--- src/rtl/debug_seq_sched.sv ---
// Converts SEQ_NUM signed debug words into sign + hex glyph codes in a double-buffered table.
// Optional macro DEBUG_SEQ_FREEZE_EN adds a freeze input that blocks new frames while idle.
module debug_seq_sched #(
  parameter int unsigned SEQ_LEN    = 16,
  parameter int unsigned SEQ_NUM    = 16,
  parameter int unsigned SEQ_DIGITS = SEQ_LEN / 4 + 1,
  localparam int unsigned IdxW      = (SEQ_NUM > 1) ? $clog2(SEQ_NUM) : 1,
  localparam int unsigned DigW      = (SEQ_DIGITS > 1) ? $clog2(SEQ_DIGITS) : 1
) (
  input  logic                       sys_clk,
  input  logic                       sys_rst,
`ifdef DEBUG_SEQ_FREEZE_EN
  input  logic                       freeze,
`endif
  input  logic                       frame_start,
  input  logic [SEQ_NUM*SEQ_LEN-1:0] seq_flat,
  input  logic [IdxW-1:0]            rd_idx,
  input  logic [DigW-1:0]            rd_digit,
  output logic [4:0]                 rd_code,
  output logic                       busy,
  output logic                       done,
  output logic [7:0]                 overrun_cnt
);

  typedef enum logic [2:0] {StIdle, StCapture, StLoad, StEmit, StSwap} state_e;
  typedef logic [1:0][SEQ_NUM-1:0][SEQ_DIGITS-1:0][4:0] table_t;

  localparam logic [4:0]      GlyphPlus  = 5'd16;
  localparam logic [4:0]      GlyphMinus = 5'd17;
  localparam logic [IdxW-1:0] IdxLast    = IdxW'(SEQ_NUM - 1);
  localparam logic [DigW-1:0] DigLast    = DigW'(SEQ_DIGITS - 1);

  function automatic table_t init_table();
    table_t t;
    t = '0;
    for (int b = 0; b < 2; b++) begin
      for (int i = 0; i < int'(SEQ_NUM); i++) begin
        t[b][i][0] = GlyphPlus;
      end
    end
    return t;
  endfunction

  localparam table_t TableInit = init_table();

  state_e                     state_q, state_d;
  logic [SEQ_NUM*SEQ_LEN-1:0] snap_q, snap_d;
  logic [IdxW-1:0]            idx_q, idx_d;
  logic [DigW-1:0]            dig_q, dig_d;
  logic                       sign_q, sign_d;
  logic [SEQ_LEN-1:0]         mag_q, mag_d;
  logic                       sel_q, sel_d;
  table_t                     bank_q, bank_d;
  logic [7:0]                 ovr_q, ovr_d;

  logic                       start_ok;
  logic [SEQ_LEN-1:0]         cur_seq;
  logic [4:0]                 glyph;

`ifdef DEBUG_SEQ_FREEZE_EN
  assign start_ok = frame_start & ~freeze;
`else
  assign start_ok = frame_start;
`endif

  assign cur_seq     = snap_q[idx_q*SEQ_LEN +: SEQ_LEN];
  assign busy        = (state_q != StIdle);
  assign done        = (state_q == StSwap);
  assign overrun_cnt = ovr_q;

  // Front bank is sel_q; out-of-range selects read as '+'.
  always_comb begin
    rd_code = GlyphPlus;
    if (32'(rd_idx) < SEQ_NUM && 32'(rd_digit) < SEQ_DIGITS) begin
      rd_code = bank_q[sel_q][rd_idx][rd_digit];
    end
  end

  always_comb begin
    state_d = state_q;
    snap_d  = snap_q;
    idx_d   = idx_q;
    dig_d   = dig_q;
    sign_d  = sign_q;
    mag_d   = mag_q;
    sel_d   = sel_q;
    bank_d  = bank_q;
    ovr_d   = ovr_q;
    glyph   = GlyphPlus;

    if (frame_start && busy && ovr_q != 8'hFF) begin
      ovr_d = ovr_q + 8'd1;
    end

    unique case (state_q)
      StIdle: begin
        if (start_ok) state_d = StCapture;
      end
      StCapture: begin
        snap_d  = seq_flat;
        idx_d   = '0;
        state_d = StLoad;
      end
      StLoad: begin
        sign_d  = cur_seq[SEQ_LEN-1];
        mag_d   = cur_seq[SEQ_LEN-1] ? (~cur_seq + SEQ_LEN'(1)) : cur_seq;
        dig_d   = '0;
        state_d = StEmit;
      end
      StEmit: begin
        // Magnitude shifts left once per hex glyph so the top nibble is always next.
        if (dig_q == '0) begin
          glyph = sign_q ? GlyphMinus : GlyphPlus;
        end else begin
          glyph = {1'b0, mag_q[SEQ_LEN-1 -: 4]};
          mag_d = mag_q << 4;
        end
        bank_d[~sel_q][idx_q][dig_q] = glyph;
        if (dig_q == DigLast) begin
          if (idx_q == IdxLast) begin
            state_d = StSwap;
          end else begin
            idx_d   = idx_q + IdxW'(1);
            state_d = StLoad;
          end
        end else begin
          dig_d = dig_q + DigW'(1);
        end
      end
      StSwap: begin
        sel_d   = ~sel_q;
        state_d = StIdle;
      end
      default: state_d = StIdle;
    endcase
  end

  always_ff @(posedge sys_clk) begin
    if (sys_rst) begin
      state_q <= StIdle;
      snap_q  <= '0;
      idx_q   <= '0;
      dig_q   <= '0;
      sign_q  <= 1'b0;
      mag_q   <= '0;
      sel_q   <= 1'b0;
      bank_q  <= TableInit;
      ovr_q   <= '0;
    end else begin
      state_q <= state_d;
      snap_q  <= snap_d;
      idx_q   <= idx_d;
      dig_q   <= dig_d;
      sign_q  <= sign_d;
      mag_q   <= mag_d;
      sel_q   <= sel_d;
      bank_q  <= bank_d;
      ovr_q   <= ovr_d;
    end
  end

endmodule

--- config.mk ---
export PLATFORM = sky130hd
export DESIGN_NAME = debug_seq_sched
export DESIGN_NICKNAME = d
export VERILOG_FILES = /design/src/rtl/debug_seq_sched.sv
export SDC_FILE = /design/constraint.sdc
export NUM_CORES = 2
export LEC_CHECK = 0
export ABC_CLOCK_PERIOD_IN_PS = 3200
export BUFFER_PORTS_ARGS = -buffer_cell sky130_fd_sc_hd__buf_2
export CORE_AREA = 2 2 326 328
export CTS_CLUSTER_SIZE = 16
export DETAILED_ROUTE_END_ITERATION = 8
export DIE_AREA = 0 0 328 330
export SYNTH_ARGS = -nofsm -noshare
export SYNTH_HDL_FRONTEND = slang
export SYNTH_SLANG_ARGS = --single-unit
--- constraint.sdc ---
create_clock -name sys_clk -period 3.2 [get_ports sys_clk]
set_input_delay 0.16 -clock sys_clk [delete_from_list [all_inputs] [get_ports sys_clk]]
set_output_delay 0.16 -clock sys_clk [all_outputs]
set_load 0.02 [all_outputs]
==> impl_metrics.ini <==
[outcome]
status = finished, violations left
violations = negative setup slack

[routing]
drcViolationCount = 0
routedWlPerCell_um = 22.0
postRouteAntennaNets = 0
routed_wirelength_mm = 159
dr.pass1.iters = 6
vias_per_cell = 5.73
vias = 41400
dr.first_iter.drc_count = 4061

[floorplanning]
die_h_um = 330
rows = 119
die_area_um2 = 108000
initial_core_util = 0.448
dieWidth_um = 328
core_area_um2 = 105000
io_pins = 281

[synthesis]
yosysMostFrequentCell = dfxtp_1
synth_nets = 5639
yosysTopAreaCellShare = 0.466
ys_dominant_reg_cell = dfxtp_1
avgSynthCellArea_um2 = 8.74
synth-edff-count = 0
ys_ff_latch = 1092
yosys.area.top_type = dfxtp_1
ys_warn_count = 0
syn_area_um2 = 46900
synthArstFlopShare = 0
ys_seq_area_frac = 0.466
syn-instance-count = 5365
ys_top_cells_by_count = 1092 x dfxtp_1, 1011 x nand2_1, 967 x nor2_1, 949 x a21oi_1, 371 x clkbuf_1
synth.distinct_cells = 50
synth.area.top_cells = dfxtp_1 47%, mux4_2 16%, a21oi_1 10%, nand2_1 8.1%, nor2_1 7.7%

[power]
power.density_nw_per_um2 = 523
swShare = 0.240
p_total_uw = 29900
internal_power_uw = 22700
leakage_uw = 0.0200
ir_drop_uv = 539
combinationalPowerShare = 0.072
power_frac_seq = 0.468
p_switching_uw = 7170
pwr-share-clk = 0.460

[cts]
cts_inserted_buffers = 115
cts_tree = built
cts_root_buf = clkbuf_16
cts_sinks = 1092
cts_max_level = 3
cts_buffer_depth = 3
cts.reportedPaths.clkPinSlew_ns = 0.06
clk_latency_ns = 0.71

[timing]
relSlewSlack = 0.266
slew_violations = 0
worstMarginPinSlew_ns = 1.10
finClkSkew_ns = 0.0235
post-route-period-util = 1.11
fmax_mhz = 281
rsz0062_at_grt = yes
final_hold_viol_count = 0
layout_min_cycle_time_ns = 3.56
setup_ws_ns = -0.357
whs_ns = 0.229
finalSetupViolCount = 5

[worst_setup_path]
critPathArrivalTime_ns = 3.40
crit_buf_inv = 3
r2r_slack_ns = 0.19
end_kind = output pin
r2r_start = idx_q[0]$_SDFFE_PP0P_
required_ns = 3.04
cp_max_fo = 9
path_common_cell = mux4_2
crit_type = flip-flop to output pin
crit_chain = buf_12, buf_12, mux4_2, mux4_2, mux4_2, a21oi_2, o21ai_1, buf_2
slowest_stage = mux4_2
cpPeakStageDelay_ns = 0.58
timing.rr.end = mag_q[13]$_SDFFE_PP0P_
startpoint_type = flip-flop
crit_family = multiplexers
ff2ff_path_depth = 9

[global_route]
grt-ovfl-total = 0
grt_antenna_before_repair = 5
grt_max_degree = 95
track_usage = 0.289
grt_pass1_wl_mm = 241
grt_pass1_vias = 39600

[hold_path]
min_to = snap_q[62]$_SDFFE_PP0N_
min_path_type = primary input to flip-flop
whs_path_depth = 4
worstHoldStart = seq_flat[62]

[placement]
place.gp.congestion = 0.881
hpwl_mm = 101
port_buffers = 280
place_area_um2 = 50200

[layout]
fin_nets = 6017
syn2layout_area_growth_pct = 22.0
drive_above_1_share = 0.171
utilization = 0.546
multi_input_area_um2 = 23400
seqCellArea_um2 = 21900
n_fill_cell = 9178
design_area_um2 = 57200

[flow_run]
maxCapViolCount = 0
[power by group through the flow]
| stage | combinational, µW | clock, µW | sequential (µW) |
|---|---|---|---|
| final | 2150 | 13700 | 14000 |
| after global placement | 1840 | 0 | 14300 |
| after CTS | 2110 | 13900 | 14000 |
| after floorplan | 1170 | 0 | 14200 |
| after detailed placement | 1860 | 0 | 14300 |
| after global routing | 2310 | 14500 | 14000 |
[layer usage]
metal,part of all wire,track usage,up-vias
met2,0.46,0.455,1829
met1,0.42,0.396,19900
met3,0.076,0.0436,354
met4,0.045,0.125,4
met5,0.00016,0,-
li1,-,-,19300
[repair_timing]
action	4_1_cts	5_1_grt
gates cloned	7	2
hold buffers	258	0
pin swaps	6	4
resized for setup	35	10
setup endpoints to repair	5	5
hold endpoints to repair	281	0
setup buffers	9	0
[cells in the final DEF, fill, tap and decap left out, types with 29 or more instances in the layout]
cell / instances
buf_12: 58
clkbuf_16: 118
buf_2: 274
a21oi_1: 938
clkbuf_8: 29
nor2_1: 967
mux4_2: 325
o21ai_0: 243
a211oi_1: 81
buf_4: 95
a211o_1: 32
dlygate4sd3_1: 258
nand2_1: 1008
dfxtp_1: 1089
[worst max path at each step]
stage	from	end	slack, ns	cells after the start
finish	sel_q$_SDFFE_PP0P_	rd_code[0]	-0.36	8
global route	sel_q$_SDFFE_PP0P_	rd_code[1]	-0.39	8
CTS	sel_q$_SDFFE_PP0P_	rd_code[1]	-0.38	8
detailed placement	rd_idx[0]	rd_code[2]	0.14	9
global placement	rd_idx[0]	rd_code[2]	0.16	9
floorplan	sel_q$_SDFFE_PP0P_	rd_code[4]	0.39	10
[per-stage QoR]
| stage | instances | setup TNS (ns) | setup WS, ns |
|---|---|---|---|
| 2_1_floorplan | 5365 | 0 | 0.385 |
| 3_3_place_gp | 6741 | 0 | 0.161 |
| 3_5_place_dp | 6741 | 0 | 0.139 |
| 4_1_cts | 7227 | -1.85 | -0.381 |
| 5_1_grt | 7231 | -1.90 | -0.389 |
| 6_report | 7231 | -1.68 | -0.357 |
[area by class of cell]
type                       instances  share of cell area
inverter                          14            0.000919
tap                             1391              0.0304
multi-input combinational       3815               0.409
antenna                            2           0.0000875
sequential                      1092               0.382
timing repair buffer             705               0.109
clock buffer                     171              0.0594
clock inverter                    41             0.00864
[sequential cells by signal (all words and copies together) (netlist names)]
register and flops:
sel_q 1, idx_q 4, dig_q 3, overrun_cnt 8
snap_q 256, bank_q 800, mag_q 16, sign_q 1
state_q 3
[cell families after synthesis]
| family | share of synthesized area |
|---|---|
| flops | 0.466 |
| buf+inv | 0.0383 |
| simple gates | 0.175 |
| mux | 0.160 |
| xor+xnor | 0.00411 |
| fa+ha+maj | 0.00214 |
| compound gates | 0.153 |
[worst reg2reg max path, delay by kind of cell (launching register included)]
kind	cells	cell delay (ns)
multiplexers	1	0.62
flip-flops	1	0.38
XOR/XNOR	1	0.18
buffers and inverters	1	0.30
AND/OR/NAND/NOR	3	0.71
AO/OA/AOI/OAI	3	0.70
Power figures use the tool's default switching activity.
